## src/rtl/fe_stage_bp_pkg.sv

```systemverilog
// Shared widths, constants and PHT counter helpers for the fetch stage.
package fe_stage_bp_pkg;

  localparam int unsigned BHR_BITS              = 8;
  localparam int unsigned BUS_CANARY_WIDTH      = 4;
  localparam int unsigned FE_latch_WIDTH        = 32 * 4 + 1 + BHR_BITS + BUS_CANARY_WIDTH;
  localparam int unsigned from_AGEX_to_FE_WIDTH = 3 + 2 * 32 + BHR_BITS;

  localparam logic [BUS_CANARY_WIDTH-1:0] BUS_CANARY_VALUE = 4'hD;

  typedef enum logic [1:0] {
    PHT_SNT = 2'b00,
    PHT_WNT = 2'b01,
    PHT_WT  = 2'b10,
    PHT_ST  = 2'b11
  } pht_ctr_e;

  localparam pht_ctr_e PHT_INIT = PHT_WNT;

  function automatic logic pht_taken(input pht_ctr_e c);
    return (c == PHT_WT) || (c == PHT_ST);
  endfunction

  // Saturating 2-bit counter step; the ends never wrap.
  function automatic pht_ctr_e pht_update(input pht_ctr_e c, input logic taken);
    pht_ctr_e n;
    n = c;
    case (c)
      PHT_SNT: n = taken ? PHT_WNT : PHT_SNT;
      PHT_WNT: n = taken ? PHT_WT  : PHT_SNT;
      PHT_WT:  n = taken ? PHT_ST  : PHT_WNT;
      PHT_ST:  n = taken ? PHT_ST  : PHT_WT;
      default: n = PHT_INIT;
    endcase
    return n;
  endfunction

endpackage

```

## src/rtl/fe_gshare_predictor.sv

```systemverilog
// Gshare direction predictor plus direct-mapped BTB; owns BHR, PHT and BTB.
module fe_gshare_predictor
  import fe_stage_bp_pkg::*;
#(
  parameter int unsigned DBITS        = 32,
  parameter int unsigned BTB_IDX_BITS = 4
) (
  input  logic                clk,
  input  logic                rst_n,
  input  logic [DBITS-1:2]    lookup_pc_i,
  output logic                pred_taken_o,
  output logic [DBITS-1:0]    pred_target_o,
  output logic [BHR_BITS-1:0] bhr_o,
  input  logic                upd_valid_i,
  input  logic                upd_taken_i,
  input  logic [DBITS-1:2]    upd_pc_i,
  input  logic [DBITS-1:0]    upd_target_i,
  input  logic [BHR_BITS-1:0] upd_old_bhr_i
);

  localparam int unsigned PHT_N = 1 << BHR_BITS;
  localparam int unsigned BTB_N = 1 << BTB_IDX_BITS;
  localparam int unsigned TAG_W = DBITS - 2 - BTB_IDX_BITS;

  pht_ctr_e            pht_q     [PHT_N];
  logic                btb_val_q [BTB_N];
  logic [TAG_W-1:0]    btb_tag_q [BTB_N];
  logic [DBITS-1:0]    btb_tgt_q [BTB_N];
  logic [BHR_BITS-1:0] bhr_q;

  logic [BHR_BITS-1:0]     lk_pht_idx, up_pht_idx;
  logic [BTB_IDX_BITS-1:0] lk_btb_idx, up_btb_idx;
  pht_ctr_e                lk_ctr;
  logic                    lk_hit;

  assign lk_pht_idx    = lookup_pc_i[BHR_BITS+1:2] ^ bhr_q;
  assign lk_btb_idx    = lookup_pc_i[BTB_IDX_BITS+1:2];
  assign lk_ctr        = pht_q[lk_pht_idx];
  assign lk_hit        = btb_val_q[lk_btb_idx] &&
                         (btb_tag_q[lk_btb_idx] == lookup_pc_i[DBITS-1:BTB_IDX_BITS+2]);
  assign pred_taken_o  = lk_hit && pht_taken(lk_ctr);
  assign pred_target_o = btb_tgt_q[lk_btb_idx];
  assign bhr_o         = bhr_q;

  assign up_pht_idx = upd_pc_i[BHR_BITS+1:2] ^ upd_old_bhr_i;
  assign up_btb_idx = upd_pc_i[BTB_IDX_BITS+1:2];

  // History is rebuilt from the resolved branch's snapshot, never speculatively.
  always_ff @(posedge clk or negedge rst_n) begin
    if (!rst_n) begin
      bhr_q <= '0;
      for (int unsigned i = 0; i < PHT_N; i++) pht_q[i] <= PHT_INIT;
      for (int unsigned i = 0; i < BTB_N; i++) begin
        btb_val_q[i] <= 1'b0;
        btb_tag_q[i] <= '0;
        btb_tgt_q[i] <= '0;
      end
    end else if (upd_valid_i) begin
      pht_q[up_pht_idx] <= pht_update(pht_q[up_pht_idx], upd_taken_i);
      bhr_q             <= {upd_old_bhr_i[BHR_BITS-2:0], upd_taken_i};
      if (upd_taken_i) begin
        btb_val_q[up_btb_idx] <= 1'b1;
        btb_tag_q[up_btb_idx] <= upd_pc_i[DBITS-1:BTB_IDX_BITS+2];
        btb_tgt_q[up_btb_idx] <= upd_target_i;
      end
    end
  end

endmodule

```

## src/rtl/fe_stage_bp.sv

```systemverilog
// Fetch stage: PC generation, imem access, FE latch fill and redirect/stall priority.
module fe_stage_bp
  import fe_stage_bp_pkg::*;
#(
  parameter int unsigned      DBITS        = 32,
  parameter int unsigned      BTB_IDX_BITS = 4,
  parameter logic [DBITS-1:0] START_PC     = '0
) (
  input  logic                             clk,
  input  logic                             reset,
  input  logic                             from_DE_to_FE,
  input  logic [from_AGEX_to_FE_WIDTH-1:0] from_AGEX_to_FE,
  output logic [DBITS-1:0]                 imem_addr,
  input  logic [DBITS-1:0]                 imem_rdata,
  output logic [FE_latch_WIDTH-1:0]        FE_latch_out
);

  logic                br_update, br_mispred, br_taken;
  logic [DBITS-1:0]    br_pc, br_next_pc;
  logic [BHR_BITS-1:0] br_old_bhr;
  logic [1:0]          unused_br_pc_lo;

  assign {br_update, br_mispred, br_taken, br_pc, br_next_pc, br_old_bhr} = from_AGEX_to_FE;
  assign unused_br_pc_lo = br_pc[1:0];

  logic [DBITS-1:0]          pc_q, pc_d, cnt_q, cnt_d, pcplus;
  logic [FE_latch_WIDTH-1:0] latch_q, latch_d;
  logic                      pred_taken, redirect;
  logic [DBITS-1:0]          pred_target;
  logic [BHR_BITS-1:0]       bhr;

  fe_gshare_predictor #(
    .DBITS        (DBITS),
    .BTB_IDX_BITS (BTB_IDX_BITS)
  ) u_pred (
    .clk           (clk),
    .rst_n         (reset),
    .lookup_pc_i   (pc_q[DBITS-1:2]),
    .pred_taken_o  (pred_taken),
    .pred_target_o (pred_target),
    .bhr_o         (bhr),
    .upd_valid_i   (br_update),
    .upd_taken_i   (br_taken),
    .upd_pc_i      (br_pc[DBITS-1:2]),
    .upd_target_i  (br_next_pc),
    .upd_old_bhr_i (br_old_bhr)
  );

  assign pcplus   = pc_q + DBITS'(4);
  assign redirect = br_update && br_mispred;

  // Redirect outranks stall: the fetched word is dropped and a bubble is latched.
  always_comb begin
    pc_d    = pc_q;
    cnt_d   = cnt_q;
    latch_d = latch_q;
    if (redirect) begin
      pc_d    = br_next_pc;
      latch_d = '0;
    end else if (!from_DE_to_FE) begin
      latch_d = {imem_rdata, pc_q, pcplus, cnt_q, pred_taken, bhr, BUS_CANARY_VALUE};
      pc_d    = pred_taken ? pred_target : pcplus;
      cnt_d   = cnt_q + DBITS'(1);
    end
  end

  always_ff @(posedge clk or negedge reset) begin
    if (!reset) begin
      pc_q    <= START_PC;
      cnt_q   <= '0;
      latch_q <= '0;
    end else begin
      pc_q    <= pc_d;
      cnt_q   <= cnt_d;
      latch_q <= latch_d;
    end
  end

  assign imem_addr    = pc_q;
  assign FE_latch_out = latch_q;

endmodule

```

## config.mk

```make
export PLATFORM = sky130hd
export DESIGN_NAME = fe_stage_bp
export DESIGN_NICKNAME = d
export VERILOG_FILES = /design/src/rtl/fe_stage_bp_pkg.sv /design/src/rtl/fe_gshare_predictor.sv /design/src/rtl/fe_stage_bp.sv
export SDC_FILE = /design/constraint.sdc
export NUM_CORES = 2
export LEC_CHECK = 0
export ABC_AREA = 1
export CAP_MARGIN = 20
export CELL_PAD_IN_SITES_DETAIL_PLACEMENT = 1
export CELL_PAD_IN_SITES_GLOBAL_PLACEMENT = 1
export CORE_UTILIZATION = 40
export CTS_CLUSTER_DIAMETER = 30
export DETAILED_ROUTE_END_ITERATION = 10
export PLACE_DENSITY = 0.83
export SKIP_LAST_GASP = 1
export SYNTH_ARGS = -nofsm -noshare
export SYNTH_HDL_FRONTEND = slang
export SYNTH_HIERARCHICAL = 1
export SYNTH_SLANG_ARGS = --single-unit
```

## constraint.sdc

```tcl
create_clock -name clk -period 8.4 [get_ports clk]
set_clock_uncertainty 0.1 [all_clocks]
set_input_delay 0.84 -clock clk [delete_from_list [all_inputs] [get_ports clk]]
set_output_delay 0.84 -clock clk [all_outputs]
set_load 0.1 [all_outputs]
```

==> out/results.tsv <==
metric	value	unit
reg2reg_depth	21	
grt_util_all_layers	33.9	%
die_area	207000	sq um
core_area	203000	sq um
async_flop_share	100	%
drc_errors	0	
synthAdderAreaFrac	0.0305	%
io_pins	283	
fin_tns_setup	0	ns
clock_sinks	1664	
synth_compound_area_share	14.2	%
yosysWarnings	6	
worst_slack	2.12	ns
hold_end	u_pred/btb_val_q[1]	
wl_per_cell	25.6	microns
dp_hpwl	193000	microns
vdd_drop_max	271	uV
overflow	0	
synth_area_leaders	dfrtp_1 43%, nand2_1 17%, o21ai_0 10%, dfstp_2 8.2%, nor2_1 4.5%	
die_w	455	microns
gp_congestion	0.935	
slew_viol_final	0	
grt_pass1_wl	542000	microns
synth_seq_cells	1664	
synth-xor-area-share	0.565	%
cts-root-buf	clkbuf_16	
synth_fp_nets	10926	
max_freq	159	MHz
grt_pass1_vias	90113	
power_density	345	nW/um^2
avgSynthCellArea	7.58	sq um
cp_top_family	buffers and inverters	
wl	357000	microns
startpoint_type	flop	
crit_chain	buf_4 > buf_12 > o21ai_0 > o211ai_1 > o21ai_0 > o21ai_0 > xnor2_1 > nand2_1 > nor2_1 > nand3_1 > nor2_1 > nand2_1 > nor2_1 > inv_1 > nand2_1 > clkinv_1 > buf_4 > nand2_1 > nand3_1 > a21oi_1 > a21oi_1	
timing.max_cap.violations	0	
cp.depth	21	
critPathMaxFanout	127	
syn_inst	10814	
hp-start	u_pred/btb_val_q[1]	
synth_top_family_by_area	simple AND/OR/NAND/NOR gates	
cp_data_required_time	9.08	ns
period_needed	6.28	ns
netlist_area	82000	sq um
muxShareOfSynthArea	0.0122	%
synthToLayoutAreaGrowth	24.0	%
reg2reg_to	imem_addr[2]	
grt_start_max_net_pins	212	
yosys_most_used_dff	dfrtp_1	
synth_top_area_share	43.0	%
max_stage_delay	0.75	ns
start_util	40.4	%
hold_path.class	reg -> reg	
worst-path-buf-inv	5	
cts_buffers	424	
rrSetupSlack	2.12	ns
first_pass_iters	6	
h-tree-depth	5	
synthSimpleGateAreaFrac	27.2	%
drtIter0Drc	8565	
crit_arrival	6.96	ns
crit_path_top_delay_cell	dfrtp_4	
relSlewSlack	17.2	%
synth_cell_types	49	
synth_top_cell_by_area	dfrtp_1	
pre_cts_ws	2.34	ns
drtAntennaViolNets	0	
final_util	50.1	%
crit_path_frequent_cell	nand2_1	
hold_viol	0	
reg2reg_from	imem_addr[3]	
critPathCaptureType	flop	
cts.clk_slew.worst_paths	0.05	ns
period_share	74.7	%
status	finished, final reports clean	
worst_pin_slew	1.24	ns
nNetsFinal	11005	
clock_path_buffers	4	
via_count	83380	
clk_latency	0.98	ns
drive_gt1_share	10.8	%
grt_antenna_before_repair	16	
synth_edf_count	0	
setup_viol_count_final	0	
cts_tree	done	
placement_rows	165	
rsz0062_at_grt	no	
io_buffers	279	
cts_setup_buffers	0	
seq_area_frac_synth	51.2	%
die_y	455	microns
p_leak	47.1	nW
worstSetupPathType	reg -> reg	
whs_path_depth	2	
via_per_inst	5.99	
==> synth_stat cells (3+ instances only) <==
cell type  count
a22oi_1        5
o22ai_1       40
buf_4         26
o22a_1         3
o21ai_1        8
nor2_1       982
nor2_2         8
nand4_1        4
nand2_2        9
nor2_4         3
o211ai_1     135
xnor2_1       21
a21oi_1       52
o221ai_1     133
nand3_1      630
buf_2        112
inv_2          8
buf_1         30
dfrtp_1     1408
o21ai_0     1631
or2_2         14
inv_1        629
clkbuf_1     589
nand2_1     3746
a22o_1        52
dfstp_2      256
xor2_1        30
nand3_2        4
a221oi_1      21
nor3_1       186
clkbuf_8       4
clkinv_1      12
==> repair_timing <==
| action | 4_1_cts | 5_1_grt |
|---|---|---|
| resized for setup | 0 | 0 |
| hold endpoints to repair | 45 | 0 |
| hold buffers | 1 | 0 |
==> flip-flops by register name, summed over array words and instances (netlist names) <==
name,cells
u_pred/btb_val_q,16
FE_latch_out,136
u_pred/btb_tag_q,416
u_pred/bhr_o,8
u_pred/btb_tgt_q,512
u_pred/pht_q,512
imem_addr,32
cnt_q,32
==> placed cells by master, fill, tap and decap left out, types with 8 or more instances in the layout <==
| cell | n |
|---|---|
| o221ai_1 | 133 |
| clkinv_2 | 79 |
| nor2_2 | 8 |
| nand2_2 | 8 |
| clkbuf_8 | 74 |
| clkinv_4 | 19 |
| xnor2_1 | 17 |
| nor2_4 | 9 |
| nand3_1 | 625 |
| nor3_1 | 186 |
| clkinv_1 | 8 |
| o211ai_1 | 135 |
| bufinv_16 | 63 |
| a221oi_1 | 21 |
| or2_2 | 14 |
| diode_2 | 10 |
| o22ai_1 | 40 |
| clkbuf_16 | 433 |
| nand2_1 | 3730 |
| clkinvlp_4 | 46 |
| nand2_4 | 16 |
| inv_6 | 14 |
| clkdlybuf4s50_1 | 273 |
| a21oi_1 | 52 |
| buf_12 | 27 |
| buf_4 | 107 |
| o21ai_0 | 1631 |
| inv_1 | 627 |
| o21ai_1 | 8 |
| xor2_1 | 30 |
| clkbuf_1 | 54 |
| dfrtp_1 | 1404 |
| nor2_1 | 976 |
| dfstp_2 | 256 |
| a22o_1 | 52 |
==> metrics by stage <==
step	std cells	area, sq um	power [W]	hold WS, ns
4_1_cts	13909	102000	0.0349	0.356
5_1_grt	13924	102000	0.0361	0.375
6_report	13926	102000	0.0351	0.355
2_1_floorplan	10814	82000	0.0145	0.323
3_3_place_gp	13131	86600	0.0172	0.334
3_5_place_dp	13131	86600	0.0175	0.342
==> where the power goes <==
group	switching, W	internal [W]
sequential	0.000948	0.00926
clock	0.00521	0.0119
combinational	0.00581	0.00195
==> routing by layer <==
metal | share of wire, % | up-vias | GRT usage, %
met4 | 7.4 | 4 | 24.3
met1 | 37 | 42485 | 40.2
met5 | 0.0079 | - | 0
li1 | - | 35268 | -
met3 | 8.4 | 1421 | 7.16
met2 | 47 | 4202 | 54.7
==> final cells by class <==
class | instances | area [sq um]
Antenna cell | 10 | 25.0
Tap cell | 2672 | 3340
Clock buffer | 561 | 12100
Inverter | 649 | 2460
Clock inverter | 216 | 2890
Multi-Input combinational cell | 7738 | 34700
Fill cell | 23960 | 101000
Timing Repair Buffer | 416 | 4220
Sequential cell | 1664 | 42000
==> worst register-to-register path, delay by kind of cell, from the launching register on <==
kind                      cells  cell delay, ns
xor gates and xnor gates      1            0.19
buffers and inverters         5            2.12
and+or+nand+nor               9            1.47
AOI/OAI and AO/OA             6            1.50
DFF                           1            0.75
==> worst max path at each step <==
| stage | from | end | slack (ns) |
|---|---|---|---|
| 2_1_floorplan | imem_addr[2] | imem_addr[21] | 4.48 |
| 3_3_place_gp | from_AGEX_to_FE[42] | u_pred/pht_q[467] | 2.45 |
| 3_5_place_dp | from_AGEX_to_FE[42] | u_pred/pht_q[87] | 2.34 |
| 4_1_cts | imem_addr[3] | imem_addr[2] | 2.43 |
| 5_1_grt | imem_addr[2] | imem_addr[2] | 1.96 |
| 6_report | imem_addr[3] | imem_addr[2] | 2.12 |
==> logic make-up (layout without fill, tap and decap cells) <==
| logic type | after synthesis | after routing |
|---|---|---|
| and+or+nand+nor | 5596 | 5596 |
| DFF | 1664 | 1664 |
| buffers and inverters | 1412 | 1842 |
| adders and majority gates | 2 | 2 |
| other | 1 | 11 |
| xor gates and xnor gates | 52 | 52 |
| muxes | 1 | 1 |
| AOI/OAI and AO/OA | 2086 | 2086 |
(Power assumes the default switching activity.)
